==> src/rtl/pu_ctrl_pkg.sv <==
// pu_ctrl_pkg: shared state encoding and default sizing for the PU iteration controller.
// Ports: none (package).
package pu_ctrl_pkg;
    localparam int NUM_PU_D   = 4;
    localparam int MAX_ITER_D = 15;
    localparam int ITER_W_D   = 4;
    localparam int IDX_W_D    = 2;
    typedef enum logic [2:0] {
        IDLE  = 3'd0,
        LOAD  = 3'd1,
        MUL   = 3'd2,
        SUM   = 3'd3,
        CHECK = 3'd4,
        FEED  = 3'd5,
        DONE  = 3'd6
    } state_t;
endpackage

==> src/rtl/pu_flag_eval.sv <==
// pu_flag_eval: classifies the PU nonzero flags (at most one set, exactly one set, lowest set index).
// Ports: s_vec in (PU flags); le_one, one_hot, low_idx out.
module pu_flag_eval
    import pu_ctrl_pkg::*;
#(
    parameter int NUM_PU = NUM_PU_D,
    parameter int IDX_W  = IDX_W_D
) (
    input  logic [NUM_PU-1:0] s_vec,
    output logic              le_one,
    output logic              one_hot,
    output logic [IDX_W-1:0]  low_idx
);
    // Clearing the lowest set bit leaves zero exactly when at most one bit is set.
    assign le_one  = (s_vec & (s_vec - NUM_PU'(1))) == '0;
    assign one_hot = le_one & (|s_vec);
    // Scan high to low so the last hit is the lowest set index.
    always_comb begin
        low_idx = '0;
        for (int i = NUM_PU - 1; i >= 0; i--)
            if (s_vec[i]) low_idx = IDX_W'(i);
    end
endmodule

==> src/rtl/pu_iter_ctrl.sv <==
// pu_iter_ctrl: Maxnet sequencer driving PU load/multiply/sum strobes until one PU remains or MAX_ITER passes.
// Ports: clk, rst (async high), start, s_vec in; ld_x, sel_init, mul_en, sum_en, busy, done strobes out;
//        timeout, winner_valid, winner_idx, iter_cnt held results out.
module pu_iter_ctrl
    import pu_ctrl_pkg::*;
#(
    parameter int NUM_PU   = NUM_PU_D,
    parameter int MAX_ITER = MAX_ITER_D,
    parameter int ITER_W   = ITER_W_D,
    parameter int IDX_W    = IDX_W_D
) (
    input  logic              clk,
    input  logic              rst,
    input  logic              start,
    input  logic [NUM_PU-1:0] s_vec,
    output logic              ld_x,
    output logic              sel_init,
    output logic              mul_en,
    output logic              sum_en,
    output logic              busy,
    output logic              done,
    output logic              timeout,
    output logic              winner_valid,
    output logic [IDX_W-1:0]  winner_idx,
    output logic [ITER_W-1:0] iter_cnt
);
    state_t            r_state, w_next;
    logic [ITER_W-1:0] r_iter;
    logic              r_timeout, r_wv;
    logic [IDX_W-1:0]  r_idx;
    logic              w_le_one, w_one_hot, w_last, w_finish;
    logic [IDX_W-1:0]  w_low_idx;

    pu_flag_eval #(.NUM_PU(NUM_PU), .IDX_W(IDX_W)) u_eval (
        .s_vec   (s_vec),
        .le_one  (w_le_one),
        .one_hot (w_one_hot),
        .low_idx (w_low_idx)
    );

    // r_iter still holds the count before this CHECK, so equality with MAX_ITER-1 marks the final pass.
    assign w_last   = r_iter == ITER_W'(MAX_ITER - 1);
    assign w_finish = w_le_one | w_last;

    always_ff @(posedge clk or posedge rst)
        if (rst) r_state <= IDLE;
        else     r_state <= w_next;

    always_comb begin
        w_next   = r_state;
        ld_x     = 1'b0;
        sel_init = 1'b0;
        mul_en   = 1'b0;
        sum_en   = 1'b0;
        busy     = r_state != IDLE;
        done     = 1'b0;
        case (r_state)
            IDLE:    w_next = start ? LOAD : IDLE;
            LOAD: begin
                ld_x     = 1'b1;
                sel_init = 1'b1;
                w_next   = MUL;
            end
            MUL: begin
                mul_en = 1'b1;
                w_next = SUM;
            end
            SUM: begin
                sum_en = 1'b1;
                w_next = CHECK;
            end
            CHECK:   w_next = w_finish ? DONE : FEED;
            FEED: begin
                ld_x   = 1'b1;
                w_next = MUL;
            end
            DONE: begin
                done   = 1'b1;
                w_next = IDLE;
            end
            default: w_next = IDLE;
        endcase
    end

    // Results are cleared at LOAD and written only at the finishing CHECK; a single-PU finish
    // takes precedence over the iteration cap so timeout only reports an unresolved run.
    always_ff @(posedge clk or posedge rst)
        if (rst) begin
            r_iter    <= '0;
            r_timeout <= 1'b0;
            r_wv      <= 1'b0;
            r_idx     <= '0;
        end else if (r_state == LOAD) begin
            r_iter    <= '0;
            r_timeout <= 1'b0;
            r_wv      <= 1'b0;
            r_idx     <= '0;
        end else if (r_state == CHECK) begin
            r_iter <= r_iter + ITER_W'(1);
            if (w_finish) begin
                r_timeout <= ~w_le_one;
                r_wv      <= w_one_hot;
                r_idx     <= w_low_idx;
            end
        end

    assign timeout      = r_timeout;
    assign winner_valid = r_wv;
    assign winner_idx   = r_idx;
    assign iter_cnt     = r_iter;
endmodule

==> config.mk <==
export PLATFORM = sky130hd
export DESIGN_NAME = pu_iter_ctrl
export DESIGN_NICKNAME = d
export VERILOG_FILES = /design/src/rtl/pu_ctrl_pkg.sv /design/src/rtl/pu_flag_eval.sv /design/src/rtl/pu_iter_ctrl.sv
export SDC_FILE = /design/constraint.sdc
export NUM_CORES = 1
export LEC_CHECK = 0
export CAP_MARGIN = 20
export CELL_PAD_IN_SITES_DETAIL_PLACEMENT = 0
export CELL_PAD_IN_SITES_GLOBAL_PLACEMENT = 2
export CORE_ASPECT_RATIO = 1.1
export CORE_MARGIN = 3
export CORE_UTILIZATION = 27
export DETAILED_ROUTE_END_ITERATION = 10
export PLACE_DENSITY_LB_ADDON = 0.1
export SYNTH_ARGS = -nofsm -noshare
export SYNTH_HDL_FRONTEND = slang
export SYNTH_HIERARCHICAL = 1
export SYNTH_SLANG_ARGS = --single-unit
==> constraint.sdc <==
create_clock -name clk -period 1.8 [get_ports clk]
set_input_delay 0.36 -clock clk [delete_from_list [all_inputs] [get_ports clk]]
set_output_delay 0.36 -clock clk [all_outputs]
set_load 0.02 [all_outputs]
# --- Word-level counts from Yosys, hierarchy flattened ---
# Cells that the tools add are included.
word_totals:
  wordCells: 49
  ram_bits: 0
  romBits: 0
  memories: 0
  input_bits: 7
  latch_bits: 0
  out_inout_bits: 14
  reg_bits: 11
classes:
  eq_ne: 7
  n_div: 0
  n_shift: 0
  bitwise_logic: 4
  mux: 23
  reduce_logical: 8
  magnitude_cmp: 0
  add_sub_neg: 2
  mul: 0
op_table:
  columns: ["operator", "count"]
  rows:
  - ["2-bit 2-to-1 mux", 8]
  - ["3-bit one-hot mux with 5 select lines", 1]
  - ["1-bit 2-to-1 mux", 12]
  - ["3-bit == test, second input constant", 3]
  - ["4-bit 2-to-1 mux", 2]
  - ["3-bit by 2-bit == test with 1-bit output, second input constant", 2]
  - ["4-bit by 1-bit adder with 4-bit output, second input constant", 1]
  - ["4-bit AND", 1]
  - ["4-bit == test, second input constant", 1]
  - ["4-bit zero test", 1]
  - ["2-bit nonzero test", 2]
  - ["4-bit OR reduction", 1]
  - ["4-bit by 1-bit subtractor with 4-bit output, second input constant", 1]
  - ["3-bit by 1-bit == test with 1-bit output, second input constant", 1]
  - ["3-bit zero test", 1]
  - ["3-bit nonzero test", 1]
  - ["2-bit AND reduction", 1]
  - ["2-bit OR reduction", 1]
  - ["1-bit AND", 1]
  - ["1-bit inverter", 1]
  - ["1-bit OR", 1]

# --- Longest topological paths before layout ---
# Gate-level depths: netlist of the first run.
logic_depth:
  depth_word: 7
  depth_mapped: 6
  depth_no_buf: 5

# --- Cells and area by module ---
# Netlist of the first run, hierarchy kept.
modules_own_cells:
  columns: ["module", "seq_area_each_um2", "cells_each", "area_per_inst_um2", "instances"]
  rows:
  - ["pu_iter_ctrl", 275.3, 75, 703.2, 1]
  - ["pu_flag_eval", 0.0, 14, 85.1, 1]

# --- Worst setup path after synthesis of the first run ---
# Ideal clock, no wire load.
synth_path:
  kind: "register to output"
  startpoint: "register r_state[1]"
  endpoint: "output port done"
  t_required_ns: 1.440
  slack_ns: 0.257
  stages_incl_launch_ff: 4
  arrival_ns: 1.183
  cell_sequence: "dfrtp_1 buf_2 buf_2 nor3b_1"
synth_via:
  elab_chain_len: 2
synth_lines:
  columns: ["element", "line", "text"]
  rows:
  - ["from (decl)", "pu_iter_ctrl.sv:27", "state_t r_state, w_next;"]
  - ["from (signal assigned)", "pu_iter_ctrl.sv:47", "else r_state <= w_next;"]
  - ["3-bit == test", "pu_iter_ctrl.sv:57", "case (r_state)"]
  - ["1-bit 2-to-1 mux", "pu_iter_ctrl.sv:57", null]
  - ["to (decl)", "pu_iter_ctrl.sv:21", "output logic done,"]
# Every way passes these cells.

# --- Worst setup path after layout of the first run ---
layout_path:
  startpoint: "register r_state[0]"
  endpoint: "output port busy"
layout_via:
  elab_chain_len: 1
layout_lines:
  columns: ["element", "line", "text"]
  rows:
  - ["3-bit nonzero test", "pu_iter_ctrl.sv:55", "busy = r_state != IDLE;"]
  - ["to (decl)", "pu_iter_ctrl.sv:20", "output logic busy,"]
# Every way passes these cells.

==> qor_table.md, run 1 <==
| Step | Metric | This run |
|---|---|---|
| sta | Final worst path period need | 1.71 ns |
| sta | Peak clock frequency supported by timing | 584 MHz |
| clocking | Buffer depth of the longest clock path | 2 |
| pwr | Net Switching | 0.000751 W |
| worst setup path | Crit-path max FO | 5 |
| global route | Global route total overflow | 0 |
| sta | Setup repair after global routing missed its margin | no |
| logic synthesis | Synth top area share | 0.349 |
| logic synthesis | Leading register cell type out of synthesis | dfrtp_1 |
| pwr | Combinational cell fraction of total power | 0.614 |
| logic synthesis | Avg Synthesized Cell Area | 8.86 um^2 |
| logic synthesis | Number of enable-type register cells in the synthesized netlist | 0 |
| worst setup path | CP Launch Point | r_state[0] |
| cells and area | Layout Nets | 130 |
| pwr | P per Cell Area | 1510 nW/um^2 |
| pwr | Sw Ratio | 0.451 |
| global route | Via count of the first global-routing pass | 778 |
| status | Result of the run | finished, final reports clean |
| pwr | Sequential fraction of design power | 0.277 |
| sta | Count of endpoints failing hold in the final timing report | 0 |
| clocking | Number of buffers added to fix hold violations after cts | 0 |
| pwr | Static leakage | 0.548 nW |
| pwr | Clk pwr share | 0.109 |
| worst setup path | Startpoint class of the critical path | flop |
| global route | Wire length of the first global-routing pass | 3660 um |
| placement | Post-DP HPWL | 1560 um |
| worst setup path | Number of cells on the worst reg-to-reg path | 5 |
| cells and area | Area occupied by multi-input gates | 432 um^2 |
| worst setup path | Data arrival time at the worst-slack endpoint | 1.35 ns |
| cells and area | Fill cell count | 277 |
| global route | Largest net degree at the start of global routing | 14 |
| worst setup path | Crit Reg-Reg Startpoint | r_state[0] |
| route | Iteration-0 DRC Markers | 18 |
| cells and area | Sequential Area | 278 um^2 |
| sta | Relative max-transition margin | 0.683 |
| sta | Max-slew violation count | 0 |
| global route | GRT Util Overall | 0.128 |
| logic synthesis | Count of distinct cell types in the synthesized netlist | 40 |
| floorplanning | Initial core utilization | 0.299 |
| clocking | Clk Tree Root Cell | clkbuf_4 |
| worst setup path | Cells traversed along the worst timing path | buf_4, or3_1, buf_2 |
| global route | Initial antenna violation count | 0 |
| sta | Post-route setup slack | 0.0888 ns |
| floorplanning | Area of the die | 3600 um^2 |
| logic synthesis | Ranking of synthesized cells by instance count | 11 x dfrtp_1, 9 x inv_1, 6 x a21oi_1, 6 x o21ai_1 |
| worst setup path | Slowest Stage Delay on Critical Path | 0.44 ns |
| worst setup path | Cell count along the critical path | 3 |
| sta | Total of endpoints with negative setup slack in the final report | 0 |
| pwr | Worst VDD drop | 0.744 mV |
| cells and area | Diodes inserted | 0 |
| logic synthesis | Synthesis warning total | 6 |
| floorplanning | Die height | 62.7 um |
| route | Final wirelength | 2140 um |
| route | Drt drc | 0 |
| logic synthesis | Dominant cell by count in the synthesized netlist | dfrtp_1 |
| sta | Clock skew after layout | 0.00158 ns |
| clocking | Clock tree from TritonCTS | yes |
| route | Overall via count from detail_route | 753 |
| logic synthesis | Number of storage elements in the synthesis netlist | 11 |
| worst setup path | Cell type group with the largest total delay on the critical path | flip-flops |
| route | DRT Pass-1 Iters | 3 |
| route | Via density per instance | 4.99 |
| worst setup path | Crit path capture | busy |
| floorplanning | Number of rows in the core area | 19 |
| pwr | Cell-internal power | 0.000915 W |
| clocking | CTS buffer count | 3 |
| run | Max-cap check violation count | 0 |
| sta | Slew of the pin with the lowest slew margin | 0.475 ns |
| logic synthesis | Async S/R FF share, synth | 1.00 |
| cells and area | Synthesis-to-layout area growth | 39.8% |
| worst setup path | Buffers and inverters on the worst path | 2 |
| worst hold path | Hold Path Class | in2async |
| floorplanning | Number of placed I/O pins | 21 |
| worst setup path | Data required time at the worst endpoint | 1.44 ns |
| cells and area | Share of post-route cells with drive strength above 1 | 0.242 |
| floorplanning | Chip width | 57.5 um |
| clocking | Clock latency on the worst-skew pair | 0.27 ns |
| pwr | Total design power | 0.00167 W |
| floorplanning | Area of the core | 2640 um^2 |
| clocking | Clock sink total | 11 |
| logic synthesis | Cell area after synthesis | 788 um^2 |
| clocking | # H-tree levels | 1 |
| route | Wirelength per Cell | 14.1 um |
| logic synthesis | Top cell type by total area after synthesis | dfrtp_1 |
| placement | Final weighted congestion in routability-driven placement | 0.812 |
| worst setup path | Kind of end point of the critical path | primary output |
| worst setup path | Reg2reg end | winner_idx[1] |
| placement | Number of I/O port buffers | 20 |
| logic synthesis | Most area-consuming cells after synthesis | dfrtp_1 35%, inv_1 4.3%, a21oi_1 3.8%, o21ai_1 3.8%, and4bb_2 3.2% |
| logic synthesis | Synthesized Nets | 98 |
| logic synthesis | Sequential-to-total area share from yosys stat | 0.349 |
| worst setup path | Slowest stage cell on the critical path | dfrtp_2 |
| worst setup path | Type of the setup path with the least slack | reg2out |
| logic synthesis | Synthesized netlist cell count | 89 |
| worst setup path | Reg-to-reg slack, setup | 0.31 ns |
| clocking | Clk pin slew, worst setup/hold paths | 0.08 ns |
| sta | Final worst-path cycle share | 0.951 |
| placement | Placement Setup Slack | -0.141 ns |
| route | Final antenna-violating net count | 0 |
## worst min-delay path by stage
stage	start	end	slack, ns	depth (start not counted)
4_1_cts	rst	iter_cnt[0]	0.42	2
3_5_place_dp	timeout	timeout	0.53	2
3_3_place_gp	timeout	timeout	0.53	2
6_report	rst	iter_cnt[0]	0.40	2
2_1_floorplan	rst	iter_cnt[0]	0.21	1
5_1_grt	rst	iter_cnt[0]	0.44	2
## per-stage QoR
| step | hold slack [ns] | TNS, ns | instance area [um^2] | utilization | std cells |
|---|---|---|---|---|---|
| after global placement | 0.527 | -0.389 | 1070 | 0.405 | 145 |
| after floorplan | 0.212 | 0 | 788 | - | 89 |
| after global routing | 0.444 | 0 | 1100 | 0.418 | 151 |
| final | 0.395 | 0 | 1100 | 0.418 | 151 |
| after CTS | 0.416 | 0 | 1090 | 0.413 | 149 |
| after detailed placement | 0.525 | -0.478 | 1070 | 0.405 | 145 |
## layout by cell type, fill, tap and decap left out, types with 4 or more instances in the layout
| master | synthesis | final |
|---|---|---|
| a21oi_1 | 6 | 6 |
| inv_1 | 9 | 8 |
| nand2_1 | 4 | 4 |
| dfrtp_1 | 11 | 9 |
| buf_4 | 1 | 14 |
| clkdlybuf4s50_1 | 0 | 11 |
| nor2_1 | 4 | 4 |
| o21ai_1 | 6 | 6 |
| nor3_1 | 4 | 4 |
## repair_timing
action                     CTS  global route
buffers inserted             0             2
resized for setup           12             7
setup endpoints to repair    6             7
## power by group through the flow
stage | sequential [W] | combinational [W] | clock, W
4_1_cts | 0.000475 | 0.000990 | 0.000189
6_report | 0.000461 | 0.00102 | 0.000182
2_1_floorplan | 0.000485 | 0.000587 | 0
3_3_place_gp | 0.000474 | 0.00102 | 0
5_1_grt | 0.000485 | 0.00111 | 0.000211
3_5_place_dp | 0.000472 | 0.00103 | 0
## logic make-up (layout without fill, tap and decap cells)
kind of cell,count (synthesis),after routing,share of synthesized area
simple gates,30,30,0.249
compound gates,28,28,0.243
buf+inv,16,47,0.103
flops,11,11,0.349
fa+ha+maj,2,2,0.0317
xor+xnor,1,1,0.0111
mux,1,1,0.0127
## flip-flops by register name, summed over array words and instances (netlist names)
register	cells
iter_cnt	4
r_state	3
winner_idx	2
timeout	1
winner_valid	1
## cell type report
cell class / count / share of cell area
inverters: 9 / 0.0306
multi-input cells: 62 / 0.392
well taps: 31 / 0.0352
clock buffers: 4 / 0.0238
flip-flops and latches: 11 / 0.252
repair buffers: 34 / 0.267
## per-layer routing
| metal | part of all wire | vias up | GRT usage |
|---|---|---|---|
| li1 | - | 381 | - |
| met1 | 0.47 | 359 | 0.154 |
| met4 | 0.0061 | 0 | 0.0435 |
| met5 | 0 | - | 0 |
| met3 | 0.032 | 2 | 0.0393 |
| met2 | 0.49 | 11 | 0.210 |
(Power assumes the default switching activity.)
==> run 2, diff against run 1 <==
--- a/config.mk
+++ b/config.mk
@@ -12,7 +12,7 @@
 export CORE_MARGIN = 3
 export CORE_UTILIZATION = 27
 export DETAILED_ROUTE_END_ITERATION = 10
-export PLACE_DENSITY_LB_ADDON = 0.1
+export PLACE_DENSITY_LB_ADDON = 0.25
 export SYNTH_ARGS = -nofsm -noshare
 export SYNTH_HDL_FRONTEND = slang
 export SYNTH_HIERARCHICAL = 1
==> qor_table.md, run 2 (synthesized netlist as in run 1, its figures left out) <==
| Step | Metric | This run |
|---|---|---|
| status | Result of the run | finished, final reports clean |
| clocking | CTS buffer count | 3 |
| floorplanning | Number of placed I/O pins | 21 |
| floorplanning | Number of rows in the core area | 19 |
| placement | Post-DP HPWL | 1470 um |
| worst setup path | Type of the setup path with the least slack | reg2out |
| global route | GRT Util Overall | 0.125 |
| run | Max-cap check violation count | 0 |
| worst setup path | Slowest Stage Delay on Critical Path | 0.44 ns |
| pwr | Static leakage | 0.516 nW |
| clocking | Clock latency on the worst-skew pair | 0.27 ns |
| route | Iteration-0 DRC Markers | 21 |
| cells and area | Fill cell count | 272 |
| worst setup path | Data required time at the worst endpoint | 1.44 ns |
| route | Final wirelength | 1950 um |
| sta | Setup repair after global routing missed its margin | no |
| route | Drt drc | 0 |
| floorplanning | Chip width | 57.5 um |
| pwr | Worst VDD drop | 0.693 mV |
| worst setup path | Cells traversed along the worst timing path | or3_1, clkdlybuf4s15_1 |
| clocking | Clock tree from TritonCTS | yes |
| global route | Via count of the first global-routing pass | 761 |
| route | DRT Pass-1 Iters | 4 |
| global route | Global route total overflow | 0 |
| sta | Final worst path period need | 1.74 ns |
| route | Final antenna-violating net count | 0 |
| sta | Clock skew after layout | 0.00165 ns |
| cells and area | Number of standard cells in the layout, taps in and fillers out | 152 |
| cells and area | Share of post-route cells with drive strength above 1 | 0.256 |
| placement | Number of I/O port buffers | 20 |
| sta | WHS | 0.392 ns |
| clocking | # H-tree levels | 1 |
| route | Overall via count from detail_route | 753 |
| sta | Max-slew violation count | 0 |
| worst setup path | Slowest stage cell on the critical path | dfrtp_2 |
| floorplanning | Die height | 62.7 um |
| cells and area | Number of flip-flops under the largest register name | 4 |
| clocking | Number of buffers added to fix hold violations after cts | 0 |
| global route | Initial antenna violation count | 0 |
| placement | Final weighted congestion in routability-driven placement | 0.786 |
| placement | Placed Cells | 147 |
| sta | Count of endpoints failing hold in the final timing report | 0 |
| cells and area | Synthesis-to-layout area growth | 41.1% |
| sta | Final worst-path cycle share | 0.966 |
| route | Via density per instance | 4.95 |
| clocking | Clock sink total | 11 |
| sta | Total of endpoints with negative setup slack in the final report | 0 |
| worst setup path | Startpoint class of the critical path | flop |
| clocking | Buffer depth of the longest clock path | 2 |
| worst setup path | Data arrival time at the worst-slack endpoint | 1.38 ns |
| sta | Relative max-transition margin | 0.698 |
| clocking | Clk pin slew, worst setup/hold paths | 0.07 ns |
| worst setup path | Crit-path max FO | 6 |
| cells and area | Most common library cell in the layout ignoring fill and taps | buf_4 |
| floorplanning | Area of the core | 2640 um^2 |
| clocking | Clk Tree Root Cell | clkbuf_4 |
| sta | Peak clock frequency supported by timing | 575 MHz |
| worst setup path | Kind of end point of the critical path | primary output |
| floorplanning | Area of the die | 3600 um^2 |
| global route | Wire length of the first global-routing pass | 3550 um |
| pwr | P per Cell Area | 1510 nW/um^2 |
| cells and area | Diodes inserted | 0 |
| worst hold path | Hold Path Class | in2async |
| cells and area | Layout Nets | 131 |
| route | Wirelength per Cell | 12.8 um |
| sta | Slew of the pin with the lowest slew margin | 0.453 ns |
| global route | Largest net degree at the start of global routing | 14 |
| cells and area | Highest-count cells in the layout ignoring fill and taps | 16 x buf_4, 13 x clkdlybuf4s50_1, 9 x inv_1 |
| floorplanning | Initial core utilization | 0.299 |
[run 2: cell types whose count changed in the layout (fill, tap and decap cells not counted), sizes merged]
| cell | before | now |
|---|---|---|
| clkdlybuf4s15 | 0 | 1 |
| dlygate4sd2 | 3 | 2 |
| buf | 15 | 16 |
| clkdlybuf4s50 | 11 | 13 |
| dlymetal6s2s | 3 | 1 |
[run 2: worst max-delay path, delay by kind of cell, from the launching register on]
kind,cells,cell delay (ns)
flip-flops,1,0.44
AND/OR/NAND/NOR,1,0.38
buffers and inverters,1,0.29
[run 2: path summary, 6_finish.rpt]
kind	from	to	slack, ns	cells after the start
max in group asynchronous	rst	r_state[0]	1.07	2
min in group clk	timeout	timeout	0.54	2
max reg2reg	iter_cnt[0]	r_state[0]	0.34	5
min	rst	iter_cnt[3]	0.39	2
min reg2reg	timeout	timeout	0.54	2
max	r_state[2]	busy	0.06	2
[run 2: metrics by stage]
stage / util / total power [W] / setup WS (ns) / setup TNS (ns) / area, um^2
5_1_grt: 0.422 / 0.00183 / 0.00244 / 0 / 1110
3_5_place_dp: 0.411 / 0.00154 / -0.156 / -0.604 / 1080
3_3_place_gp: 0.411 / 0.00154 / -0.124 / -0.418 / 1080
4_1_cts: 0.421 / 0.00170 / 0.0112 / 0 / 1110
6_report: 0.422 / 0.00167 / 0.0612 / 0 / 1110
2_1_floorplan: - / 0.00107 / 0.257 / 0 / 788
[run 2: final cells by class]
type,count,area (um^2),area share
Multi-Input combinational cell,62,434,0.390
Timing Repair Buffer,35,300,0.270
Sequential cell,11,279,0.251
Tap cell,31,38.8,0.0349
Inverter,9,33.8,0.0304
Clock buffer,4,26.3,0.0236
[run 2: timing repair]
item	in CTS	in global routing
resized for setup	12	4
endpoints found under the setup margin	6	5
setup buffers	0	1
[run 2: power by group]
group          internal [W]  switching, W  total (W)
sequential         0.000343      0.000115   0.000458
combinational      0.000518      0.000526    0.00104
clock             0.0000857     0.0000860   0.000172
total              0.000946      0.000728    0.00167
[run 2: metal layers]
layer / track usage / routed length [um] / share of wire
met1: 0.154 / 878 / 0.45
met4: 0.0609 / 19 / 0.0098
met3: 0.0331 / 77 / 0.040
met2: 0.198 / 970 / 0.50
met5: 0 / 0 / 0
